===== config.mk =====
export PLATFORM = sky130hd
export DESIGN_NAME = wb_arbiter
export DESIGN_NICKNAME = d
export VERILOG_FILES = /design/src/rtl/wb_pkg.sv /design/src/rtl/wb_slot.sv /design/src/rtl/wb_arbiter.sv
export SDC_FILE = /design/constraint.sdc
export NUM_CORES = 1
export LEC_CHECK = 0
export ABC_CLOCK_PERIOD_IN_PS = 4300
export CAP_MARGIN = 20
export CORE_MARGIN = 4
export CORE_UTILIZATION = 47
export DETAILED_ROUTE_END_ITERATION = 10
export DONT_BUFFER_PORTS = 1
export PLACE_DENSITY = 0.64
export SYNTH_ARGS = -nofsm -noshare
export SYNTH_HDL_FRONTEND = slang
export SYNTH_HIERARCHICAL = 1
export SYNTH_SLANG_ARGS = --single-unit

===== constraint.sdc =====
create_clock -name clk -period 4.3 [get_ports clk]
set_input_delay 0.43 -clock clk [delete_from_list [all_inputs] [get_ports clk]]
set_output_delay 0.43 -clock clk [all_outputs]
set_load 0.05 [all_outputs]

===== src/rtl/wb_pkg.sv =====
// Shared opcode constants, writeback qualification and arbitration types
// for the register-file writeback arbiter.
package wb_pkg;

    localparam logic [3:0] OPC_ADD   = 4'h0;
    localparam logic [3:0] OPC_SUB   = 4'h1;
    localparam logic [3:0] OPC_AND   = 4'h2;
    localparam logic [3:0] OPC_OR    = 4'h3;
    localparam logic [3:0] OPC_XOR   = 4'h4;
    localparam logic [3:0] OPC_SLL   = 4'h5;
    localparam logic [3:0] OPC_SRL   = 4'h6;
    localparam logic [3:0] OPC_SRA   = 4'h7;
    localparam logic [3:0] OPC_BEQ   = 4'h8;
    localparam logic [3:0] OPC_BNE   = 4'h9;
    localparam logic [3:0] OPC_STORE = 4'hA;
    localparam logic [3:0] OPC_LUI   = 4'hB;
    localparam logic [3:0] OPC_JMP   = 4'hC;
    localparam logic [3:0] OPC_NOP   = 4'hD;
    localparam logic [3:0] OPC_FENCE = 4'hE;
    localparam logic [3:0] OPC_HALT  = 4'hF;

    // Bit n set means opcode n produces a register-file write.
    localparam logic [15:0] WB_MASK = 16'b0000_1000_1111_1111;

    function automatic logic is_wb(input logic [3:0] opcode);
        return WB_MASK[opcode];
    endfunction

    typedef enum logic {
        LAST_ALU = 1'b0,
        LAST_MEM = 1'b1
    } grant_src_t;

endpackage


===== src/rtl/wb_slot.sv =====
// One-entry holding register for a writeback source. Flush wins over load,
// load wins over clear so a granted slot can refill in the same cycle.
module wb_slot
    import wb_pkg::*;
#(
    parameter int DATA_W = 16,
    parameter int ADDR_W = 4
) (
    input  logic              clk,
    input  logic              rst_n,
    input  logic              flush,
    input  logic              load,
    input  logic              clear,
    input  logic [ADDR_W-1:0] ld_rd,
    input  logic [DATA_W-1:0] ld_data,
    output logic              valid,
    output logic [ADDR_W-1:0] rd,
    output logic [DATA_W-1:0] data
);

    always_ff @(posedge clk or negedge rst_n) begin
        if (!rst_n) begin
            valid <= 1'b0;
            rd    <= '0;
            data  <= '0;
        end else if (flush) begin
            valid <= 1'b0;
        end else if (load) begin
            valid <= 1'b1;
            rd    <= ld_rd;
            data  <= ld_data;
        end else if (clear) begin
            valid <= 1'b0;
        end
    end

endmodule


===== src/rtl/wb_arbiter.sv =====
// Round-robin arbiter sharing the register-file write port between the ALU
// result path and the load-return path; write port is driven from flops.
module wb_arbiter
    import wb_pkg::*;
#(
    parameter int DATA_W = 16,
    parameter int ADDR_W = 4,
    parameter int OPC_W  = 4
) (
    input  logic              clk,
    input  logic              rst_n,
    input  logic              flush,
    input  logic              alu_valid,
    output logic              alu_ready,
    input  logic [OPC_W-1:0]  alu_opcode,
    input  logic [ADDR_W-1:0] alu_rd,
    input  logic [DATA_W-1:0] alu_data,
    input  logic              mem_valid,
    output logic              mem_ready,
    input  logic [ADDR_W-1:0] mem_rd,
    input  logic [DATA_W-1:0] mem_data,
    output logic              rf_we,
    output logic [ADDR_W-1:0] rf_waddr,
    output logic [DATA_W-1:0] rf_wdata,
    output logic [7:0]        drop_cnt,
    output grant_src_t        last_grant
);

    // Handshake: a beat transfers on a rising edge where valid && ready are
    // both high; ready never depends on valid, and valid may not wait on ready.

    grant_src_t        last_grant_nxt;
    logic              alu_slot_v, mem_slot_v;
    logic [ADDR_W-1:0] alu_slot_rd, mem_slot_rd;
    logic [DATA_W-1:0] alu_slot_data, mem_slot_data;
    logic              alu_grant, mem_grant;
    logic              alu_acc, mem_acc, alu_load, alu_drop;

    always_comb begin
        alu_grant = 1'b0;
        mem_grant = 1'b0;
        if (!flush) begin
            if (alu_slot_v && mem_slot_v) begin
                alu_grant = (last_grant == LAST_MEM);
                mem_grant = (last_grant == LAST_ALU);
            end else begin
                alu_grant = alu_slot_v;
                mem_grant = mem_slot_v;
            end
        end
    end

    assign alu_ready = !flush && (!alu_slot_v || alu_grant);
    assign mem_ready = !flush && (!mem_slot_v || mem_grant);
    assign alu_acc   = alu_valid && alu_ready;
    assign mem_acc   = mem_valid && mem_ready;
    assign alu_load  = alu_acc && is_wb(alu_opcode);
    assign alu_drop  = alu_acc && !is_wb(alu_opcode);

    wb_slot #(.DATA_W(DATA_W), .ADDR_W(ADDR_W)) u_alu_slot (
        .clk     (clk),
        .rst_n   (rst_n),
        .flush   (flush),
        .load    (alu_load),
        .clear   (alu_grant),
        .ld_rd   (alu_rd),
        .ld_data (alu_data),
        .valid   (alu_slot_v),
        .rd      (alu_slot_rd),
        .data    (alu_slot_data)
    );

    wb_slot #(.DATA_W(DATA_W), .ADDR_W(ADDR_W)) u_mem_slot (
        .clk     (clk),
        .rst_n   (rst_n),
        .flush   (flush),
        .load    (mem_acc),
        .clear   (mem_grant),
        .ld_rd   (mem_rd),
        .ld_data (mem_data),
        .valid   (mem_slot_v),
        .rd      (mem_slot_rd),
        .data    (mem_slot_data)
    );

    always_comb begin
        last_grant_nxt = last_grant;
        if (alu_grant) begin
            last_grant_nxt = LAST_ALU;
        end else if (mem_grant) begin
            last_grant_nxt = LAST_MEM;
        end
    end

    always_ff @(posedge clk or negedge rst_n) begin
        if (!rst_n) begin
            last_grant <= LAST_MEM;
        end else begin
            last_grant <= last_grant_nxt;
        end
    end

    // Address and data hold their last value when no write is issued.
    always_ff @(posedge clk or negedge rst_n) begin
        if (!rst_n) begin
            rf_we    <= 1'b0;
            rf_waddr <= '0;
            rf_wdata <= '0;
        end else if (alu_grant) begin
            rf_we    <= 1'b1;
            rf_waddr <= alu_slot_rd;
            rf_wdata <= alu_slot_data;
        end else if (mem_grant) begin
            rf_we    <= 1'b1;
            rf_waddr <= mem_slot_rd;
            rf_wdata <= mem_slot_data;
        end else begin
            rf_we    <= 1'b0;
        end
    end

    always_ff @(posedge clk or negedge rst_n) begin
        if (!rst_n) begin
            drop_cnt <= 8'd0;
        end else if (alu_drop && (drop_cnt != 8'hFF)) begin
            drop_cnt <= drop_cnt + 8'd1;
        end
    end

endmodule


==> reports/qor.yml <==
timing:
  slew_violations: 0
  worst_slack_ps: 1350
  final_hold_viol_count: 0
  setup_viol: 0
  grt_setup_unrepaired: "no"
  worstMarginPinSlew_ps: 1030
  post-route-period-util: 0.685
  totalNegativeSetupSlack_ps: 0
  maxClockFrequency_mhz: 340
  clock-skew-final_ps: 7.37
  layout_min_cycle_time_ps: 2950
  timing.max_slew.rel_slack: 0.310
detailed_routing:
  routedWlPerCell_um: 19.2
  route.detailed.vias_per_inst: 5.50
  firstDrtPassIters: 4
  drtIter0Drc: 72
  drt-total-wl_um: 6140
  drt_drc_violations_left: 0
  remaining_antenna_violation_count: 0
  vias: 1755
worst_setup_path:
  end_kind: "flop"
  cpLargestDelayFamily: "simple AND/OR/NAND/NOR gates"
  worst_path_largest_cell_delay_ps: 740
  setup.worst_path.start_class: "flop"
  crit_chain: "and3b_1 -> or3b_1 -> nor2b_1 -> nor2b_4 -> mux2_4"
  worst-setup-path-type: "reg2reg"
  worstPathRequired_ps: 4510
  timing.critical_path.arrival_ps: 3150
  critPathSlowestCell: "nor2b_4"
  cp.buffers_inverters: 0
  critical_path.max_fanout: 20
clock_tree:
  cts.hold.buffers_added: 2
  cts-buffers-inserted: 9
  clock_sink_count: 72
  cts-root-to-sink-buffers: 2
  insertion_delay_ps: 330
  clkSlewWorstSetupHoldPaths_ps: 80
  clock_tree.root_cell: "clkbuf_8"
  cts_resized: 0
  htree_levels: 3
  clock_tree_from_tritoncts: "yes"
  postCtsSetupRepairBufs: 0
grt:
  grtUsageMet3: 0.0609
  grt_pass1_wl_um: 10200
  maximum_number_of_pins_on_one_net_before_global_route_repair: 73
  grt_pass1_vias: 1835
  grtUsageTotal: 0.160
  grt_use_met1: 0.214
  number_of_antenna_violations_at_the_first_check_in_global_routing: 0
  globalRoute.busiestLayer: "met2"
  grt_overflow: 0
  met2_usage: 0.235
floorplanning:
  floorplan.io_pins: 81
  initial_utilization: 0.491
  die_width_um: 89.9
  fp.dieH_um: 89.9
  area_of_the_core_sq_um: 6420
  num_rows: 29
  fp.dieArea_sq_um: 8080
cells_and_area:
  antenna-diode-count: 0
  layoutNonFillerInstCount: 319
  share_of_post_route_cells_with_drive_strength_above_1: 0.289
  finish.utilization: 0.538
  area_growth_pct: 9.65
  num-fill-cells: 540
  total_nets_final: 287
synth:
  synth_seq_area_share: 0.572
  synth-seq-cells: 72
  postSynthAreaPerCell_sq_um: 13.5
  synth.lib_cells_used.distinct: 33
  syn_area_sq_um: 3150
  syn-instance-count: 233
  yosys_warnings: 6
  syn-num-nets: 283
outcome:
  run_status: "complete, no violations"
place:
  place_inst: 301
  portBuffers: 0
  hpwlAfterDp_um: 3900
  detailedPlace.worstSlack_ps: 1350
  gp_routability_congestion: 0.761
power:
  p_per_area_nw_per_um2: 614
  power.static_leakage_nw: 1.61
  peakVddDrop_mv: 0.298
flow_run:
  max_cap_violations: 0
min_path:
  timing.hold.worst.class: "in2reg"
## layout make-up
class                           count  area [sq um]  share of cell area
Sequential cell                    72          1800               0.522
Multi-Input combinational cell    146          1270               0.367
Clock buffer                        9           124              0.0358
Tap cell                           77          96.3              0.0279
Clock inverter                      7          95.1              0.0275
Timing Repair Buffer                4          52.6              0.0152
Inverter                            4          15.0             0.00434
## metal layers
metal,part of all wire,up-vias
met4,0.014,0
met3,0.082,10
met5,0,-
met1,0.46,866
li1,-,819
met2,0.44,60
## flip-flops by register name, summed over array words and instances, names as in the netlist
name / flops
rf_wdata: 16
u_alu_slot/data: 16
u_mem_slot/data: 16
drop_cnt: 8
rf_waddr: 4
u_alu_slot/rd: 4
u_mem_slot/rd: 4
last_grant: 1
rf_we: 1
u_alu_slot/valid: 1
u_mem_slot/valid: 1
## report_power, final
part	switching (W)	internal, W	total [W]
logic	0.000110	0.000163	0.000273
clock network	0.000253	0.000328	0.000581
registers	0.000431	0.000837	0.00127
## final timing paths
| kind | to | slack [ps] | cells past startpoint | start |
|---|---|---|---|---|
| min in group asynchronous | drop_cnt[1]$_DFFE_PN0P_ | 650 | 2 | rst_n |
| min reg2reg | rf_waddr[1]$_DFFE_PN0P_ | 480 | 2 | u_mem_slot/rd[1]$_DFFE_PN0P_ |
| max reg2reg | u_alu_slot/rd[0]$_DFFE_PN0P_ | 1350 | 5 | last_grant$_DFFE_PN1P_ |
| min | u_alu_slot/valid$_DFFE_PN0P_ | 150 | 1 | flush |
| max in group asynchronous | last_grant$_DFFE_PN1P_ | 3330 | 2 | rst_n |
| max | u_alu_slot/rd[0]$_DFFE_PN0P_ | 1350 | 5 | last_grant$_DFFE_PN1P_ |
## cell families after synthesis
group,share of synthesized area
AO/OA/AOI/OAI,0.0631
XOR/XNOR,0.0195
adder cells (fa/ha/maj),0.00397
buffers and inverters,0.0278
flip-flops,0.572
multiplexers,0.194
AND/OR/NAND/NOR,0.119
## placed cells by master (no fill, tap or decap), drive strengths merged, types with 2 or more instances in the layout
cell and instances:
mux2 41, a22oi 20, nor4b 3, dfrtp 71, xor2 6, a21oi 2, nand2b 2, inv 5
nand3 3, clkinv 3, nor3 2, nor4 2, nor2b 4, clkbuf 9, and2 2, nand2 44
bufinv 2, nor2 4, buf 3
## stage by stage
step                      instance area [sq um]  hold slack (ps)  power [W]
after floorplan                            3150              134    0.00147
after global placement                     3200              136    0.00153
after detailed placement                   3200              136    0.00154
after CTS                                  3460              131    0.00215
after global routing                       3460              124    0.00223
final                                      3460              155    0.00212
## cell usage after synthesis
master,count,area (sq um)
dfrtp_1,71,1780
nand2_1,44,165
mux2_4,40,601
a22oi_1,20,150
clkbuf_1,6,22.5
xor2_1,6,52.6
buf_6,4,45.0
inv_1,4,15.0
nor2_1,4,15.0
nand3_1,3,15.0
nor4b_2,3,45.0
a21oi_1,2,10.0
and2_1,2,12.5
nand2b_1,2,12.5
nor2b_1,2,12.5
nor2b_4,2,27.5
nor4_2,2,25.0
a2111o_1,1,11.3
a31oi_1,1,6.26
and3b_1,1,8.76
buf_2,1,5.00
dfstp_2,1,26.3
ha_1,1,12.5
mux2_1,1,11.3
nand4_1,1,6.26
nor3_1,1,5.00
nor3_2,1,10.0
nor3b_1,1,7.51
o21ai_1,1,5.00
o21bai_1,1,7.51
o22a_1,1,8.76
or3b_1,1,8.76
xnor2_1,1,8.76
No activity file was read; power rests on OpenSTA's default activity.
